**config.mk**
```make
export PLATFORM = sky130hd
export DESIGN_NAME = fb_read_scheduler
export DESIGN_NICKNAME = d
export VERILOG_FILES = /design/src/rtl/fb_pkg.sv /design/src/rtl/fb_addr_gen.sv /design/src/rtl/fb_read_scheduler.sv
export SDC_FILE = /design/constraint.sdc
export NUM_CORES = 1
export LEC_CHECK = 0
export BUFFER_PORTS_ARGS = -buffer_cell sky130_fd_sc_hd__buf_2
export CORE_UTILIZATION = 53
export DETAILED_ROUTE_END_ITERATION = 8
export PLACE_DENSITY = 0.95
export RECOVER_POWER = 50
export SYNTH_ARGS = -nofsm -noshare
export SYNTH_HDL_FRONTEND = slang
export SYNTH_HIERARCHICAL = 1
export SYNTH_SLANG_ARGS = --single-unit
```
**constraint.sdc**
```tcl
create_clock -name clk_in -period 5.05 [get_ports clk_in]
set_input_delay 0.2525 -clock clk_in [delete_from_list [all_inputs] [get_ports clk_in]]
set_output_delay 0.2525 -clock clk_in [all_outputs]
set_load 0.01 [all_outputs]
```
**src/rtl/fb_pkg.sv**
```systemverilog
// fb_pkg: shared framebuffer geometry, widths and scheduler state type.
package fb_pkg;
    localparam int H_ACTIVE     = 1280;
    localparam int V_ACTIVE     = 720;
    localparam int SRC_W        = H_ACTIVE / 2;
    localparam int SRC_DEPTH    = SRC_W * (V_ACTIVE / 2);
    localparam int ADDR_W       = 18;
    localparam int PIX_W        = 16;
    localparam int BRAM_LATENCY = 2;
    localparam int PIPE_L       = BRAM_LATENCY + 2;
    typedef enum logic {SYNC, RUN} fb_sched_state_t;
endpackage

```
**src/rtl/fb_addr_gen.sv**
```systemverilog
// fb_addr_gen: maps video counts to the half-resolution source address plus active/parity flags.
module fb_addr_gen import fb_pkg::*; (
    input  logic [10:0]       hcount_i,
    input  logic [9:0]        vcount_i,
    output logic [ADDR_W-1:0] addr_o,
    output logic              active_o,
    output logic              odd_o
);
    logic [9:0] sx;
    logic [8:0] sy;
    always_comb begin
        sx = hcount_i[10:1];
        sy = vcount_i[9:1];
        // sy*640 as sy*512 + sy*128
        addr_o = {sy, 9'd0} + {2'd0, sy, 7'd0} + {8'd0, sx};
        active_o = (hcount_i < 11'(H_ACTIVE)) && (vcount_i < 10'(V_ACTIVE));
        odd_o = hcount_i[0];
    end
endmodule

```
**src/rtl/fb_read_scheduler.sv**
```systemverilog
// fb_read_scheduler: shares the framebuffer BRAM port between scan-out reads and one writer.
module fb_read_scheduler import fb_pkg::*; (
    input  logic              clk_in,
    input  logic              rst_in,
    input  logic [10:0]       hcount_in,
    input  logic [9:0]        vcount_in,
    input  logic              wr_valid_in,
    output logic              wr_ready_out,
    input  logic [ADDR_W-1:0] wr_addr_in,
    input  logic [PIX_W-1:0]  wr_data_in,
    output logic [ADDR_W-1:0] bram_addr_out,
    output logic              bram_we_out,
    output logic [PIX_W-1:0]  bram_din_out,
    input  logic [PIX_W-1:0]  bram_dout_in,
    output logic [PIX_W-1:0]  pixel_out,
    output logic              pixel_valid_out,
    output logic [7:0]        oob_count_out
);
    localparam int D = PIPE_L - 1;
    fb_sched_state_t state_q, state_d;
    logic [ADDR_W-1:0] rd_addr, addr_q, addr_d;
    logic [PIX_W-1:0] din_q, din_d, pix_q, pix_d;
    logic [7:0] oob_q, oob_d;
    logic [D-1:0] vsr_q, vsr_d, rsr_q, rsr_d;
    logic we_q, we_d, pval_q, pval_d;
    logic active, odd, run_now, rd_slot, xfer, in_range;
    fb_addr_gen u_addr (
        .hcount_i (hcount_in),
        .vcount_i (vcount_in),
        .addr_o   (rd_addr),
        .active_o (active),
        .odd_o    (odd)
    );
    always_comb begin
        // the (0,0) cycle that leaves SYNC already counts as a RUN read slot
        run_now = (state_q == RUN) || (hcount_in == '0 && vcount_in == '0);
        state_d = run_now ? RUN : SYNC;
        rd_slot = run_now && active && !odd;
        wr_ready_out = !rst_in && !rd_slot;
        xfer = wr_valid_in && wr_ready_out;
        in_range = wr_addr_in < ADDR_W'(SRC_DEPTH);
        addr_d = rd_slot ? rd_addr : (xfer && in_range) ? wr_addr_in : addr_q;
        we_d = !rd_slot && xfer && in_range;
        din_d = we_d ? wr_data_in : din_q;
        oob_d = (xfer && !in_range && oob_q != 8'hff) ? oob_q + 8'd1 : oob_q;
        vsr_d = {vsr_q[D-2:0], run_now && active};
        rsr_d = {rsr_q[D-2:0], rd_slot};
        pval_d = vsr_q[D-1];
        // odd active pixels repeat the value fetched for the even one
        pix_d = rsr_q[D-1] ? bram_dout_in : vsr_q[D-1] ? pix_q : '0;
    end
    always_ff @(posedge clk_in or posedge rst_in) begin
        if (rst_in) begin
            state_q <= SYNC;
            addr_q <= '0;
            we_q <= 1'b0;
            din_q <= '0;
            oob_q <= '0;
            vsr_q <= '0;
            rsr_q <= '0;
            pval_q <= 1'b0;
            pix_q <= '0;
        end else begin
            state_q <= state_d;
            addr_q <= addr_d;
            we_q <= we_d;
            din_q <= din_d;
            oob_q <= oob_d;
            vsr_q <= vsr_d;
            rsr_q <= rsr_d;
            pval_q <= pval_d;
            pix_q <= pix_d;
        end
    end
    assign bram_addr_out = addr_q;
    assign bram_we_out = we_q;
    assign bram_din_out = din_q;
    assign oob_count_out = oob_q;
    assign pixel_out = pix_q;
    assign pixel_valid_out = pval_q;
endmodule

```
Word-level counts from Yosys, hierarchy flattened
Index checks and enable logic that the tools add are counted.
{"block": "totals", "ff_bits": 67, "latchBits": 0, "ram_bits": 0, "mem_bits_ro": 0, "in_bits": 74, "output_inout_bits": 61, "elab_cells": 41, "n_memories": 0}
{"block": "classes", "add_sub_neg": 3, "multipliers": 0, "n_div": 0, "n_lt_le_gt_ge": 3, "n_eq_ne": 2, "shift": 0, "muxes": 5, "bitwise_logic": 0, "reduce_logical": 19}
{"operator": "$mux W18", "count": 2}
{"operator": "$mux W16", "count": 2}
{"operator": "$add A18 B10 Y18", "count": 1}
{"operator": "$add A18 B16 Y18", "count": 1}
{"operator": "$lt A18 B18 Y1 const B", "count": 1}
{"operator": "$logic_and A1 B1 Y1", "count": 11}
{"operator": "$logic_not A11 Y1", "count": 1}
{"operator": "$lt A11 B11 Y1 const B", "count": 1}
{"operator": "$logic_not A10 Y1", "count": 1}
{"operator": "$lt A10 B10 Y1 const B", "count": 1}
{"operator": "$add A8 B1 Y8 const B", "count": 1}
{"operator": "$ne A8 B8 Y1 const B", "count": 1}
{"operator": "$logic_not A1 Y1", "count": 4}
{"operator": "$ne A2 B1 Y1 const B", "count": 1}
{"operator": "$reduce_bool A2 Y1", "count": 1}
{"operator": "$logic_or A1 B1 Y1", "count": 1}
{"operator": "$mux W1", "count": 1}

Logic depth before layout (Yosys ltp)
{"block": "logic_depth", "depth_word": 11, "ltp_mapped": 10, "ltp_nobuf": 10}

Modules after synthesis
Netlist, hierarchy kept.
{"mod": "fb_read_scheduler", "n_inst": 1, "cells_each": 227, "area_per_inst_um2": 2812.7, "seq_area_each_um2": 1676.6}
{"mod": "fb_addr_gen", "n_inst": 1, "cells_each": 75, "area_per_inst_um2": 598.1, "seq_area_each_um2": 0.0}

Worst setup path after synthesis
Ideal clock, no wire load.
{"block": "synth_path", "path_type": "input -> register", "from": "input hcount_in[10]", "to": "register addr_q[16] (netlist: bram_addr_out[16])", "setup_time_ns": 0.134, "t_arrival_ns": 1.916, "required_time_ns": 4.916, "slack_ns": 3.001, "stages": 9, "n_path_buf": 0, "path_cell_list": "inv_1 > fa_1 > fa_1 > nand2b_1 > a21oi_1 > a221oi_2 > xnor2_1 > nand2_1 > o21ai_0"}
{"block": "synth_via", "elab_cells_between_ends": 14, "cone_classes": "1 x add/sub; 1 x order compare; 1 x mux; 11 x reduce/logical"}
{"element": "start: declaration", "line": "fb_read_scheduler.sv:5", "source": "input logic [10:0] hcount_in,"}
{"element": "$add A18 B10 Y18", "line": "fb_addr_gen.sv:15", "source": "addr_o = {sy, 9'd0} + {2'd0, sy, 7'd0} + {8'd0, sx};"}
{"element": "named net rd_addr[16]", "line": "fb_read_scheduler.sv:21", "source": "logic [ADDR_W-1:0] rd_addr, addr_q, addr_d;"}
{"element": "$mux W18", "line": "fb_read_scheduler.sv:42", "source": "addr_d = rd_slot ? rd_addr : (xfer && in_range) ? wr_addr_in : addr_q;"}
{"element": "end signal: assignment", "line": "fb_read_scheduler.sv:65", "source": "addr_q <= addr_d;"}
{"element": "end: declaration", "line": "fb_read_scheduler.sv:21"}
The timed path passes the listed nets, and every way through them passes these cells.
A chain may end at the register's enable or synchronous reset.

Worst setup path in the final report
{"block": "layout_path", "from": "input vcount_in[5]", "to": "register oob_q[1] (netlist: oob_count_out[1])"}
{"block": "layout_via", "elab_cells_between_ends": 12, "cone_classes": "1 x order compare; 11 x reduce/logical"}
{"element": "start: declaration", "line": "fb_read_scheduler.sv:6", "source": "input logic [9:0] vcount_in,"}
{"element": "$lt A10 B10 Y1", "line": "fb_addr_gen.sv:16", "source": "active_o = (hcount_i < 11'(H_ACTIVE)) && (vcount_i < 10'(V_ACTIVE));"}
{"element": "$logic_and A1 B1 Y1", "line": "fb_addr_gen.sv:16"}
{"element": "named net active", "line": "fb_read_scheduler.sv:26", "source": "logic active, odd, run_now, rd_slot, xfer, in_range;"}
{"element": "$logic_and A1 B1 Y1 (2 in series)", "line": "fb_read_scheduler.sv:38", "source": "rd_slot = run_now && active && !odd;"}
{"element": "$logic_not A1 Y1", "line": "fb_read_scheduler.sv:39", "source": "wr_ready_out = !rst_in && !rd_slot;"}
{"element": "$logic_and A1 B1 Y1", "line": "fb_read_scheduler.sv:39"}
{"element": "$logic_and A1 B1 Y1", "line": "fb_read_scheduler.sv:40", "source": "xfer = wr_valid_in && wr_ready_out;"}
{"element": "$logic_and A1 B1 Y1 (2 in series)", "line": "fb_read_scheduler.sv:45", "source": "oob_d = (xfer && !in_range && oob_q != 8'hff) ? oob_q + 8'd1 : oob_q;"}
{"element": "end signal: assignment", "line": "fb_read_scheduler.sv:68", "source": "oob_q <= oob_d;"}
{"element": "end: declaration", "line": "fb_read_scheduler.sv:23", "source": "logic [7:0] oob_q, oob_d;"}
The timed path passes the listed nets, and every way through them passes these cells.

==> metrics.txt <==
Worst Tran Pin Value=0.6766 ns; CTS tree=yes; DRT iter0 DRCs=between 100 and 150; GP Congestion=0.8893; top_reg_cell synth=dfrtp_1; initial core utilization=56.28%; Ys Warns=6; Pre-antenna DRT Iters=4; area growth from synthesis to layout=23.48%; unrepaired setup endpoints after global routing=no; Clock Sinks=67; crit path from=vcount_in[5]; Cell variety after synth=39; fin. max-slew vios=0; MaxCap Viol Count=0; async set-reset flop share out of synthesis=100.0%; WL/cell=about 15 um; Avg Inst Size Synth=11.29 um2; Tmin final=2.310 ns; RR Endpoint=oob_count_out[1]; Hold Fails Final Rpt=0; syn nets=396; r2r setup slk=around 3.3 ns; routed wire length=between 7 and 8 mm; VDD IR max=about 0.00022 V; Max-slew headroom=about 55%; vias per cell=around 5.3; cts repair resizes=0; crit path cell chain=buf_2 -> o211a_1 -> o21ai_0 -> and2_1 -> nor2b_1 -> nand3_1 -> o21ai_4 -> buf_4 -> or3_1 -> mux2_2; setup ws final=2.740 ns; Vias=2718; largest net degree at the start of global routing=56; pwr dens=326.8 nW/um2; Mapped Area=3411 um2; CTS HTree Levels=3; Tot GR Track Use=23.42%; share of layout cells above drive strength 1=between 20% and 30%; PortBufs=between 100 and 150; Reg2Reg Depth=5; outcome=complete, no violations; fin crit share=45.74%; slowest stage delay, CP=0.45 ns; Max Clock Skew=0.006367 ns; initial antenna violation count=0; n_diodes=0; most frequent cells in the layout=buf_2, dfrtp_1, clkbuf_1, nand2_1, o21ai_0; I/O pin cnt=135; Clock transition at path regs=~0.06 ns; CP Max Fanout=28; num rows=28; clock buffer depth=2; Synth Register Bits=67; CTS root buf=clkbuf_8; Max Freq=roughly 0.43 GHz; global route overflow=0; Reg-to-Reg Start=oob_count_out[0]; Filler cells=489; WHS Endpoint=pixel_out[9]; Post-DRT Antenna Nets=0; Inserted Clock Buffers=9; flip-flop and latch area=1677 um2; first-pass GRT wire length=11.72 mm; Slowest-stage cell, CP=o21ai_4; Worst Hold Class=input pin to register; most common cell after layout, fill and taps aside=buf_2; multi-input logic area=1578 um2; crit end category=register; Final setup viols=0; post-synthesis sequential area ratio=slightly below 50%; LEAKAGE=slightly above 0.002 uW; WP data arrival=2.52 ns; clock latency on the worst-skew pair=0.34 ns; kind of critical path=input pin to register; CP Launch Type=input pin; die span in y=82.22 um; Hold Crit Start=bram_dout_in[9]; vias in the first global route=between 2000 and 3000; die width=82.22 um; Post-synth EDFFs=0; Min-Delay Path Depth=3; Placement Setup Slack=2.406 ns; Residual DRC=0; Sum Neg Setup Slack=0 ns; DP HPWL=5.980 mm; synthesized instance count=roughly 300; core area=6061 um2; die area=6760 um2; CP Data Required Time=5.26 ns; Nets=between 500 and 600
==> worst max-delay path by stage <==
stage	cells after the start	slack (ns)	end
6_report	10	2.74	oob_count_out[1]
4_1_cts	10	2.76	oob_count_out[1]
3_3_place_gp	10	2.48	oob_count_out[1]
2_1_floorplan	9	3.00	bram_addr_out[16]
3_5_place_dp	10	2.41	oob_count_out[1]
5_1_grt	10	2.53	oob_count_out[1]
==> sequential cells by signal, indices dropped and copies added (netlist names) <==
signal / cells
bram_we_out: 1
pixel_out: 16
rsr_q: 3
oob_count_out: 8
state_q: 1
pixel_valid_out: 1
bram_addr_out: 18
bram_din_out: 16
vsr_q: 3
==> power breakdown <==
part           switching, uW  internal, uW  total (uW)
Sequential              40.1           593         634
Combinational            156           132         289
Clock                    182           272         454
==> synth_stat cells (all sizes together) (3+ instances only) <==
cell type | n | area, um2
a21oi | 4 | 20.02
a22o | 9 | 78.83
and2 | 3 | 18.77
buf | 10 | 85.08
clkbuf | 8 | 30.03
dfrtp | 67 | 1677
ha | 18 | 225.2
inv | 13 | 48.80
mux2 | 18 | 236.5
mux2i | 18 | 180.2
nand2 | 38 | 150.1
nand3 | 10 | 50.05
nand4 | 3 | 18.77
nor2 | 7 | 42.54
nor2b | 3 | 18.77
nor3 | 3 | 15.01
nor4 | 8 | 50.05
o21ai | 29 | 148.9
xnor2 | 8 | 70.07
xor2 | 6 | 52.55
==> layer usage <==
metal / share of wire, % / up-vias / GRT usage, %
met5: 0 / - / 0
met4: 1.8 / 0 / 9.474
met3: 6.4 / 15 / 5.275
met2: 50 / 105 / 41.82
met1: 42 / 1287 / 26.99
li1: - / 1311 / -
==> worst max-delay path, delay by kind of cell <==
family,cells,cell delay [ns]
AO/OA/AOI/OAI,3,0.80
AND/OR/NAND/NOR,4,0.62
buffers and inverters,2,0.48
multiplexers,1,0.35
==> what timing repair did <==
action	CTS	global route
endpoints found under the setup margin	0	0
hold endpoints to repair	12	0
hold buffers	1	0
buffers inserted	0	0
==> kinds of logic after synthesis <==
family / synth area share [%]
simple gates: 11.74
fa+ha+maj: 7.777
mux: 12.22
xor+xnor: 3.595
compound gates: 10.71
flops: 49.16
buf+inv: 4.806
==> through the flow <==
stage	hold WS [ns]	total power [uW]	instance area, um2	std cells	utilization, %
finish	0.1334	1376	4212	510	69.49
global placement	0.2405	932.6	4083	495	67.36
CTS	0.1217	1403	4289	510	70.77
detailed placement	0.2420	946.2	4083	495	67.36
floorplan	0.3312	820.0	3411	302	-
global route	0.1280	1456	4212	510	69.49
==> final cells by class <==
class / instances / share of cell area, %
clock buffers: 11 / 3.119
clock inverters: 3 / 1.545
repair buffers: 137 / 14.68
multi-input cells: 204 / 37.46
flip-flops and latches: 67 / 39.81
inverters: 13 / 1.159
well taps: 75 / 2.228
Power figures use the tool's default switching activity.
